===== config.mk =====
export PLATFORM = sky130hd
export DESIGN_NAME = ct_mmu_sysmap_req
export DESIGN_NICKNAME = d
export VERILOG_FILES = /design/src/rtl/ct_mmu_sysmap_req.sv
export SDC_FILE = /design/constraint.sdc
export NUM_CORES = 1
export LEC_CHECK = 0
export ABC_AREA = 1
export BUFFER_PORTS_ARGS = -buffer_cell sky130_fd_sc_hd__buf_2
export CAP_MARGIN = 20
export CORE_ASPECT_RATIO = 2
export CORE_MARGIN = 2
export CORE_UTILIZATION = 46
export CTS_CLUSTER_SIZE = 14
export DETAILED_ROUTE_END_ITERATION = 6
export PLACE_DENSITY = 0.89
export SLEW_MARGIN = 30
export SYNTH_ARGS = -nofsm -noshare
export SYNTH_HDL_FRONTEND = slang
export SYNTH_SLANG_ARGS = --single-unit
export TNS_END_PERCENT = 50

===== constraint.sdc =====
create_clock -name forever_cpuclk -period 1.5 [get_ports forever_cpuclk]
set_input_delay 0.075 -clock forever_cpuclk [delete_from_list [all_inputs] [get_ports forever_cpuclk]]
set_output_delay 0.075 -clock forever_cpuclk [all_outputs]
set_load 0.02 [all_outputs]

===== src/rtl/ct_mmu_sysmap_req.sv =====
// Round-robin front end and two-stage result pipeline around the MMU sysmap comparator.
// S1 drives the comparator page number and S2 holds the captured response under backpressure.
module ct_mmu_sysmap_req #(
    parameter int ADDR_WIDTH = 28,
    parameter int FLG_WIDTH  = 5
) (
    input  logic                  forever_cpuclk,
    input  logic                  cpurst,
    input  logic                  rq0_vld,
    input  logic [ADDR_WIDTH-1:0] rq0_pa,
    output logic                  rq0_rdy,
    input  logic                  rq1_vld,
    input  logic [ADDR_WIDTH-1:0] rq1_pa,
    output logic                  rq1_rdy,
    input  logic                  sysmap_kill,
    output logic [ADDR_WIDTH-1:0] mmu_sysmap_pa_y,
    input  logic [FLG_WIDTH-1:0]  sysmap_mmu_flg_y,
    input  logic [7:0]            sysmap_mmu_hit_y,
    output logic                  rsp_vld,
    input  logic                  rsp_rdy,
    output logic                  rsp_id,
    output logic [FLG_WIDTH-1:0]  rsp_flg,
    output logic [2:0]            rsp_idx,
    output logic                  rsp_dflt
);

    logic       s1_vld;
    logic       s1_id;
    logic       rr_ptr;
    logic       s2_free;
    logic       s1_adv;
    logic       s1_free;
    logic       can_acc;
    logic       gnt0;
    logic       gnt1;
    logic       acc;
    logic       hit_one;
    logic [2:0] hit_idx;

    assign s2_free = !rsp_vld || rsp_rdy;
    assign s1_adv  = s1_vld && s2_free;
    assign s1_free = !s1_vld || s1_adv;
    assign can_acc = s1_free && !sysmap_kill;

    // A lone requester wins outright; rr_ptr only breaks ties.
    assign gnt0    = rq0_vld && (!rq1_vld || !rr_ptr);
    assign gnt1    = rq1_vld && (!rq0_vld ||  rr_ptr);
    assign rq0_rdy = can_acc && gnt0;
    assign rq1_rdy = can_acc && gnt1;
    assign acc     = rq0_rdy || rq1_rdy;

    // NOTE: every always_comb output gets a default first so no latch is inferred.
    always_comb begin
        hit_idx = '0;
        for (int i = 0; i < 8; i++) begin
            if (sysmap_mmu_hit_y[i]) hit_idx = 3'(i);
        end
    end

    // Exactly one bit set: non-zero and clearing the lowest set bit leaves zero.
    assign hit_one = (sysmap_mmu_hit_y != 8'd0) &&
                     ((sysmap_mmu_hit_y & (sysmap_mmu_hit_y - 8'd1)) == 8'd0);

    // NOTE: sequential state uses non-blocking assignments so all registers update together.
    always_ff @(posedge forever_cpuclk or posedge cpurst) begin
        if (cpurst) begin
            s1_vld          <= 1'b0;
            s1_id           <= 1'b0;
            rr_ptr          <= 1'b0;
            mmu_sysmap_pa_y <= '0;
        end else if (sysmap_kill) begin
            s1_vld <= 1'b0;
        end else if (acc) begin
            s1_vld          <= 1'b1;
            s1_id           <= rq1_rdy;
            mmu_sysmap_pa_y <= rq1_rdy ? rq1_pa : rq0_pa;
            rr_ptr          <= rq0_rdy;
        end else if (s1_adv) begin
            s1_vld <= 1'b0;
        end
    end

    // Kill leaves the response data untouched; only the valid is dropped.
    always_ff @(posedge forever_cpuclk or posedge cpurst) begin
        if (cpurst) begin
            rsp_vld  <= 1'b0;
            rsp_id   <= 1'b0;
            rsp_flg  <= '0;
            rsp_idx  <= '0;
            rsp_dflt <= 1'b0;
        end else if (sysmap_kill) begin
            rsp_vld <= 1'b0;
        end else if (s1_adv) begin
            rsp_vld  <= 1'b1;
            rsp_id   <= s1_id;
            rsp_flg  <= sysmap_mmu_flg_y;
            rsp_idx  <= hit_one ? hit_idx : 3'd0;
            rsp_dflt <= !hit_one;
        end else if (rsp_rdy) begin
            rsp_vld <= 1'b0;
        end
    end

endmodule


==> summary.txt, run 1 <==
Run status
  • Outcome: complete, no violations

Floorplan
  • Die height: 103.6 µm
  • # rows: 36
  • Starting Density: 47.35%
  • Width of the die: 53.81 µm
  • Core ar.: 4820 µm²
  • Die area: 5575 µm²
  • Io pins: 116

Global route
  • Overall Global Routing Usage: 23.78%
  • Vias in the first global route: 2459
  • Initial antenna violation count: 0
  • GRT overflow: 0
  • Largest net degree at the start of global routing: 44
  • First-pass GRT wire length: 10040 µm

Placement
  • GP Congestion: 0.7879
  • Port bufs: 115
  • HPWL Detailed: 4520 µm

Clocking
  • CTS Buf Count: 5
  • Clk Latency, worst-skew pair: 0.29 ns
  • Largest buffer count on any clock path: 2
  • Sink Count: 42
  • CTS tree: done
  • Root Buffer: clkbuf_8
  • H-tree depth: 2
  • Clock-pin slew on the worst setup and hold paths: 0.08 ns

Synth
  • Area leader, netlist: dfrtp_1
  • Cell variety after synth: 19
  • Ys async rst share: 100.0%
  • Commonest cells post-synth: nand2_1, inv_1, dfrtp_1, nor2_1, nand3_1
  • Number of enable flip-flop cells after synthesis: 0
  • Post-synthesis sequential area ratio: 46.05%
  • Most common cell in the netlist: nand2_1
  • Commonest register cell after synthesis: dfrtp_1
  • Synth Warn #: 0
  • Syn_area_per_cell: 7.132 µm²
  • Synth Instances: 320
  • Syn nets: 395
  • Seq cells post-synth: 42
  • Post-Syn Area: 2282 µm²
  • Synth area leaders: dfrtp_1, nand2_1, inv_1
  • Synth top area share: 46.05%

Timing
  • Peak Freq: 0.7070 GHz
  • Slew Viols, Final: 0
  • Final Hold Vio Count: 0
  • Clock skew: 0.005198 ns
  • Crit path time final: 1.414 ns
  • Final setup fails: 0
  • RSZ-0062 raised after global routing: yes
  • Crit share post-route: 94.29%
  • Worst-Margin Slew: 0.4369 ns
  • Max-slew headroom: 70.83%

Flow run
  • Maximum Capacitance Violations: 0

Route
  • DR pass1 iterations: 4
  • Total number of vias: 2416
  • Routed len/inst: 11.93 µm
  • DR DRC count: 0
  • Starting DRC count in detailed routing: 30
  • Routed Antenna Nets: 0
  • Final wirelength: 6014 µm
  • Vias per inst: 4.794

Power and ir drop
  • Comb pwr share: 33.2%
  • Leak Pwr: 1.935 nW
  • Internal power: 0.002296 W
  • Peak supply drop: 0.0009226 V
  • Pwr dens: 1093 nW/µm²
  • Final Power: 0.003504 W
  • Clock power frac: 25.0%
  • Net Sw Power: 0.001208 W
  • Net Sw Frac: 34.48%
  • Seq pwr share: 41.8%

Critical path
  • Crit path buf inv count: 5
  • Data arrival, critical path: 1.34 ns
  • Crit-path cells: inv_2 -> nor2_4 -> nand2_2 -> nand2_2 -> inv_2 -> nand2_4 -> buf_12 -> inv_4 -> buf_6
  • Kind of critical path: reg2out
  • Worst setup SP type: flip-flop
  • CP Max Fanout: 5
  • R2R Setup Slk: 0.11 ns
  • Cell family with most CP delay: buffers and inverters
  • Slowest Stage Delay on Critical Path: 0.39 ns
  • Slowest cell on the critical path: dfrtp_1
  • Crit end category: primary output
  • WP data required: 1.42 ns

Finish
  • Layout cells sized above 1: 34.45%
  • Finished Core Util: 66.51%
  • Reg area: 1051 µm²
  • Multi-input gate area: 954.7 µm²
  • Area grow syn2layout: 40.46%
  • Nets: 521
  • Antenna cells: 0
  • Fillers: 424

Min path
  • Class of the worst hold path: in2reg
cell type report:
| type | count | area share [%] |
|---|---|---|
| Clock buffer | 5 | 2.147 |
| Sequential cell | 42 | 32.79 |
| Timing Repair Buffer | 135 | 26.11 |
| Clock inverter | 3 | 1.249 |
| Multi-Input combinational cell | 214 | 29.78 |
| Tap cell | 57 | 2.225 |
| Inverter | 48 | 5.699 |
routing by layer:
metal / vias up / GRT usage [%] / share of wire, %
met5: - / 0 / 0
met2: 75 / 43.55 / 57
met3: 15 / 4.179 / 4.6
met4: 0 / 9.890 / 2.6
li1: 1228 / - / -
met1: 1098 / 24.38 / 36
timing repair:
item | in CTS | in global routing
gates resized for setup | 1 | 12
cloned | 2 | 0
hold buffers | 6 | 0
pin swaps | 1 | 1
buffers inserted | 3 | 0
endpoints found under the setup margin | 1 | 19
hold endpoints to repair | 24 | 0
final timing paths:
path	depth (start not counted)	start	end
worst min register to register	2	rsp_flg[2]	rsp_flg[2]
max in group asynchronous	4	cpurst	mmu_sysmap_pa_y[27]
min in group asynchronous	3	cpurst	rsp_flg[1]
worst max register to register	9	rsp_vld	rr_ptr
worst max-delay path	9	rsp_vld	rq1_rdy
worst min-delay path	2	sysmap_kill	rsp_vld
registers in the layout, indices dropped and copies added (netlist names):
register,count
mmu_sysmap_pa_y,28
rsp_flg,5
rsp_idx,3
rr_ptr,1
rsp_dflt,1
rsp_id,1
rsp_vld,1
s1_id,1
s1_vld,1
cells in the final DEF, fill, tap and decap left out:
cell,instances
inv_2,4
dlygate4sd3_1,6
bufbuf_16,2
o211ai_1,1
inv_1,43
inv_4,1
nand2_1,96
buf_4,10
buf_6,1
bufinv_16,1
o21ai_2,4
clkbuf_8,5
nand3_1,31
clkinv_2,2
nand2_4,1
a21boi_0,1
nor2_4,2
nor2_1,41
nor3_4,1
buf_2,113
nand2_2,4
buf_12,3
o21ai_1,18
o21ai_0,13
a21oi_1,1
dfrtp_1,42
worst register-to-register path: stages, from the launching register on:
cell and delay, ns:
dfrtp_1 0.39, inv_2 0.07, nor2_4 0.04, nand2_2 0.06, nand2_2 0.05, inv_2 0.08
nand2_4 0.09, bufbuf_16 0.31, a21oi_1 0.16, inv_1 0.06
power by group through the flow:
stage | logic [W] | registers, W | clock network (W)
global route | 0.00129 | 0.00148 | 0.000935
floorplan | 0.000434 | 0.00172 | 0
detailed placement | 0.00111 | 0.00148 | 0
finish | 0.00116 | 0.00146 | 0.000874
CTS | 0.00116 | 0.00146 | 0.000899
global placement | 0.00108 | 0.00147 | 0
through the flow:
| stage | std cells | instance area [µm²] | hold WS (ns) | setup slack [ns] | setup TNS, ns |
|---|---|---|---|---|---|
| floorplan | 320 | 2285 | 0.1414 | 0.06042 | 0 |
| global placement | 485 | 2933 | 0.09585 | 0.1918 | 0 |
| detailed placement | 485 | 2933 | 0.1038 | 0.1345 | 0 |
| CTS | 504 | 3192 | 0.003683 | 0.01429 | 0 |
| global route | 504 | 3206 | 0.03072 | -0.02574 | -0.05020 |
| finish | 504 | 3206 | 0.03372 | 0.08558 | 0 |
cell families after synthesis:
logic type | after synthesis | synth area share (%)
and+or+nand+nor | 176 | 32.29
buffers and inverters | 64 | 12.45
DFF | 42 | 46.05
AOI/OAI and AO/OA | 38 | 9.210
No activity file was read; power rests on OpenSTA's default activity.
==> inputs of run 2 (changes only) <==
--- a/config.mk
+++ b/config.mk
@@ -8,7 +8,6 @@
 export ABC_AREA = 1
 export BUFFER_PORTS_ARGS = -buffer_cell sky130_fd_sc_hd__buf_2
 export CAP_MARGIN = 20
-export CORE_ASPECT_RATIO = 2
 export CORE_MARGIN = 2
 export CORE_UTILIZATION = 46
 export CTS_CLUSTER_SIZE = 14
==> summary.txt, run 2 (synthesis results as in run 1) <==
Clocking
  • Root Buffer: clkbuf_8
  • H-tree depth: 2
  • CTS Buf Count: 5
  • Largest buffer count on any clock path: 2
  • Clk Latency, worst-skew pair: 0.28 ns
  • Sink Count: 42
  • CTS tree: done
  • Clock-pin slew on the worst setup and hold paths: 0.07 ns

Timing
  • Clock skew: 0.002012 ns
  • Slew Viols, Final: 0
  • Final Hold Vio Count: 0
  • Max-slew headroom: 56.07%
  • Crit path time final: 1.443 ns
  • Final setup fails: 0
  • Crit share post-route: 96.23%
  • Worst-Margin Slew: 0.6549 ns
  • RSZ-0062 raised after global routing: yes
  • Final worst slack: 0.05660 ns
  • Peak Freq: 0.6928 GHz

Power and ir drop
  • Net Sw Power: 0.001177 W
  • Final Power: 0.003355 W
  • Net Sw Frac: 35.09%
  • Seq pwr share: 43.5%
  • Clock power frac: 21.5%
  • Comb pwr share: 35.0%
  • Peak supply drop: 0.0006368 V
  • Leak Pwr: 1.910 nW
  • Internal power: 0.002178 W
  • Pwr dens: 1047 nW/µm²

Critical path
  • Worst reg2reg startpoint: rsp_vld
  • Cell family with most CP delay: buffers and inverters
  • Critical R2R Capture: mmu_sysmap_pa_y[12]
  • Crit-path cells: inv_2 -> nor2_4 -> nand2_2 -> nand2_2 -> inv_4 -> nand2_8 -> buf_12 -> buf_12 -> nand2_1 -> nand2_1 -> o21ai_0
  • Data arrival, critical path: 1.64 ns
  • Worst reg2reg path depth: 11
  • Worst setup SP type: flip-flop
  • R2R Setup Slk: 0.06 ns
  • Kind of critical path: reg2reg
  • Worst Setup SP: rsp_vld
  • Crit path buf inv count: 4
  • Crit end category: flip-flop
  • Slowest cell on the critical path: dfrtp_1
  • Critical path depth: 11
  • CP Max Fanout: 36
  • Slowest Stage Delay on Critical Path: 0.39 ns
  • WP data required: 1.70 ns

Route
  • Final wirelength: 5857 µm
  • Starting DRC count in detailed routing: 181
  • Vias per inst: 4.727
  • Total number of vias: 2420
  • DR pass1 iterations: 4
  • DR DRC count: 0
  • Routed len/inst: 11.44 µm
  • Routed Antenna Nets: 0

Global route
  • First-pass GRT wire length: 9439 µm
  • Overall Global Routing Usage: 21.63%
  • GRT overflow: 0
  • Vias in the first global route: 2300
  • Largest net degree at the start of global routing: 37
  • Initial antenna violation count: 0

Finish
  • Area grow syn2layout: 40.35%
  • Antenna cells: 0
  • Top Registers: mmu_sysmap_pa_y: 28 flops, rsp_flg: 5 flops, rsp_idx: 3 flops
  • Max reg flops: 28
  • Layout Cells excl Fill: 512
  • Biggest register: mmu_sysmap_pa_y
  • Commonest non-fill, non-tap cell in the layout: buf_2
  • Nets: 519
  • Layout cells sized above 1: 35.06%
  • Commonest cells after routing, fill and taps aside: buf_2, nand2_1, inv_1, dfrtp_1, nor2_1
  • Fillers: 394

Placement
  • HPWL Detailed: 4282 µm
  • Placed Cells: 496
  • Port bufs: 115
  • Setup WS pre-CTS: 0.03495 ns
  • GP Congestion: 0.8648

Floorplan
  • Io pins: 116
  • # rows: 25
  • Die height: 74.44 µm
  • Core ar.: 4755 µm²
  • Starting Density: 48.00%
  • Width of the die: 74.44 µm
  • Die area: 5541 µm²

Min path
  • Hold depth: 3
  • Hold path start: sysmap_mmu_flg_y[0]
  • Class of the worst hold path: in2reg
  • Hold endpoint: rsp_flg[0]

Run status
  • Outcome: complete, no violations

Flow run
  • Maximum Capacitance Violations: 0
run 2: cell count changes in the layout (fill, tap and decap cells not counted), moves of 2 or more:
cell,before,now
buf_12,3,5
o21ai_1,18,15
o21ai_2,4,6
dlygate4sd3_1,6,3
run 2: per-stage QoR:
| stage | util (%) | cell area (µm²) | hold WS, ns | setup TNS [ns] |
|---|---|---|---|---|
| 6_report | 67.37 | 3203 | 0.01264 | 0 |
| 5_1_grt | 67.37 | 3203 | 0.0008551 | -0.02977 |
| 4_1_cts | 66.47 | 3161 | 0.002325 | 0 |
| 3_5_place_dp | 62.37 | 2965 | 0.1186 | 0 |
| 3_3_place_gp | 62.37 | 2965 | 0.1003 | 0 |
| 2_1_floorplan | - | 2285 | 0.1414 | 0 |
run 2: layout make-up:
type | count | area (µm²) | area share [%]
Clock buffer | 7 | 86.33 | 2.695
Multi-Input combinational cell | 214 | 975.9 | 30.47
Tap cell | 67 | 83.83 | 2.617
Clock inverter | 1 | 5.005 | 0.1563
Inverter | 48 | 182.7 | 5.703
Sequential cell | 42 | 1051 | 32.81
Timing Repair Buffer | 133 | 818.3 | 25.55
run 2: repair_timing:
action                     in CTS  in global routing
pin swaps                       0                  1
gates resized for setup         4                 14
gates cloned                    1                  0
buffers inserted                2                  2
hold buffers                    3                  0
setup endpoints to repair       1                 19
hold endpoints to repair       18                  0
run 2: worst max-delay path by stage:
stage / to / slack (ns)
after floorplan: mmu_sysmap_pa_y[4] / 0.06
after global placement: mmu_sysmap_pa_y[14] / 0.16
after detailed placement: mmu_sysmap_pa_y[14] / 0.03
after CTS: rq0_rdy / 0.02
after global routing: mmu_sysmap_pa_y[25] / -0.009
final: mmu_sysmap_pa_y[12] / 0.06
run 2: power groups by stage:
stage                     clock network, W  logic [W]  registers, W
after detailed placement                 0    0.00111       0.00148
after floorplan                          0   0.000434       0.00172
after global placement                   0    0.00108       0.00147
after CTS                         0.000748    0.00115       0.00146
after global routing              0.000804    0.00130       0.00148
final                             0.000722    0.00117       0.00146
run 2: layer usage:
layer	track usage (%)	part of all wire, %	up-vias
met4	5.952	0.90	0
met5	0	0	-
met3	4.472	6.4	6
met2	39.04	51	94
li1	-	-	1219
met1	26.12	42	1101
run 2: worst register-to-register path, cell delays in order (launching register included):
cell and delay (ns):
dfrtp_1 0.39, inv_2 0.08, nor2_4 0.04, nand2_2 0.07, nand2_2 0.07, inv_4 0.09, nand2_8 0.08, buf_12 0.14
buf_12 0.16, nand2_1 0.07, nand2_1 0.04, o21ai_0 0.14
==> inputs of run 3 (changes only) <==
==> constraint.sdc (replaced) <==
create_clock -name forever_cpuclk -period 1.5 [get_ports forever_cpuclk]
set_input_delay 0.075 -clock forever_cpuclk [delete_from_list [all_inputs] [get_ports forever_cpuclk]]
set_output_delay 0.075 -clock forever_cpuclk [all_outputs]
set_load 0.1 [all_outputs]
==> summary.txt, run 3 (synthesis results as in run 1) <==
Finish
  • Finished Cell Area: 3331 µm²
  • Layout Cells excl Fill: 517
  • Area grow syn2layout: 45.94%
  • Top Registers: mmu_sysmap_pa_y: 28 flops, rsp_flg: 5 flops, rsp_idx: 3 flops
  • Biggest register: mmu_sysmap_pa_y
  • Max reg flops: 28
  • Commonest cells after routing, fill and taps aside: buf_2, nand2_1, inv_1, dfrtp_1, nor2_1
  • Layout cells sized above 1: 38.67%
  • Nets: 524
  • Antenna cells: 0
  • Commonest non-fill, non-tap cell in the layout: buf_2

Run status
  • Failing checks: setup timing
  • Outcome: finished, violations left

Route
  • Starting DRC count in detailed routing: 84
  • Routed len/inst: 10.97 µm
  • Routed Antenna Nets: 0
  • DR DRC count: 0
  • Vias per inst: 4.631
  • Met3 Wirelength: 303 µm
  • Final wirelength: 5673 µm
  • Met2 WL: 2833 µm
  • Wire length on met1: 2516 µm
  • Max Used Layer: met4
  • Total number of vias: 2394
  • DR pass1 iterations: 6

Clocking
  • CTS tree: done
  • Sink Count: 42
  • H-tree depth: 2
  • Largest buffer count on any clock path: 2
  • Clock-pin slew on the worst setup and hold paths: 0.08 ns
  • CTS Buf Count: 5
  • Root Buffer: clkbuf_8
  • Clk Latency, worst-skew pair: 0.28 ns

Timing
  • Final setup fails: 6
  • Crit path time final: 1.554 ns
  • Final hold slack: 0.01193 ns
  • Final Hold Vio Count: 0
  • Slew Viols, Final: 0
  • Crit share post-route: 103.6%
  • Max-slew headroom: 58.73%
  • Peak Freq: 0.6435 GHz
  • Worst-Margin Slew: 0.6182 ns
  • Clock skew: 0.003246 ns
  • RSZ-0062 raised after global routing: yes
  • Final worst slack: -0.05402 ns

Critical path
  • Kind of critical path: reg2out
  • Crit end category: primary output
  • Slowest cell on the critical path: dfrtp_4
  • Worst setup SP type: flip-flop
  • Slowest Stage Delay on Critical Path: 0.49 ns
  • WP data required: 1.42 ns
  • Data arrival, critical path: 1.48 ns
  • Cell family with most CP delay: flip-flops
  • Crit path buf inv count: 3
  • Crit-path cells: inv_4 -> nor2_4 -> nand2_2 -> nand2_2 -> inv_2 -> nand2_2 -> nor2_4 -> buf_12
  • Crit-path most repeated cell: nand2_2
  • CP Max Fanout: 6

Floorplan
  • # rows: 25
  • Io pins: 116
  • Die height: 74.44 µm
  • Die area: 5541 µm²
  • Starting Density: 48.00%
  • Core ar.: 4755 µm²
  • Width of the die: 74.44 µm

Global route
  • Vias in the first global route: 2180
  • First-pass GRT wire length: 8935 µm
  • Initial antenna violation count: 0
  • Largest net degree at the start of global routing: 40
  • Overall Global Routing Usage: 20.71%
  • GRT overflow: 0

Power and ir drop
  • Pwr dens: 1446 nW/µm²
  • Leak Pwr: 1.956 nW
  • Final Power: 0.004817 W
  • Peak supply drop: 0.001036 V

Placement
  • Placed Cells: 497
  • Placed cell areas: 3045 µm²
  • HPWL Detailed: 4159 µm
  • Port bufs: 115
  • GP Congestion: 0.7298

Flow run
  • Maximum Capacitance Violations: 0

Min path
  • Class of the worst hold path: in2reg
[run 3: changes by cell type in the layout (fill, tap and decap cells not counted), moves of 3 or more]
| cell | delta |
|---|---|
| o21ai_0 | -10 |
| nand3_1 | -8 |
| nand3_2 | +8 |
| o21ai_1 | +8 |
| nand2_2 | +4 |
| buf_4 | +3 |
| nand2_1 | -3 |
[run 3: cell type report]
cell class | count | area [µm²]
Fill cell | 372 | 1424
Multi-Input combinational cell | 214 | 1027
Sequential cell | 42 | 1055
Inverter | 48 | 188.9
Timing Repair Buffer | 138 | 869.6
Clock inverter | 1 | 30.03
Tap cell | 67 | 83.83
Clock buffer | 7 | 76.32
[run 3: through the flow]
step                      utilization, %  setup TNS [ns]  setup WS [ns]
final                              70.05         -0.1357       -0.05402
after global routing               70.05          -2.172        -0.1371
after floorplan                        -          -2.094        -0.3471
after CTS                          69.05         -0.1985       -0.07092
after global placement             64.05               0        0.03027
after detailed placement           64.05               0      0.0009307
[run 3: worst min-delay path, stage by stage]
cell and delay (ns):
buf_2 0.07, nand2_1 0.04, nand2_1 0.06
[run 3: report_power, final]
part	leakage, nW	internal [W]	switching (W)
sequential	0.515	0.00135	0.000118
combinational	1.39	0.000491	0.00200
clock	0.0524	0.000498	0.000369
total	1.96	0.00233	0.00248
[run 3: metal layers]
layer,global-route usage (%),up-vias
met3,5.014,2
met1,24.16,1083
met4,5.754,0
met5,0,-
li1,-,1236
met2,37.76,73
[run 3: timing repair]
item,4_1_cts,5_1_grt
pin swaps,2,2
endpoints found under the hold margin,31,1
setup buffers,5,1
cloned,1,0
gates resized for setup,16,10
endpoints found under the setup margin,2,31
hold buffers,4,1
[run 3: path summary, 6_finish.rpt]
kind	slack, ns	cells after the start	end	from
worst min-delay path	0.01	3	rsp_flg[0]	sysmap_mmu_flg_y[0]
worst max-delay path	-0.05	8	rq0_rdy	rsp_vld
worst min register to register	0.47	2	rsp_flg[1]	rsp_flg[1]
worst max register to register	-0.01	11	mmu_sysmap_pa_y[1]	rsp_vld
max in group asynchronous	0.52	4	mmu_sysmap_pa_y[14]	cpurst
min in group asynchronous	0.41	3	rsp_flg[2]	cpurst
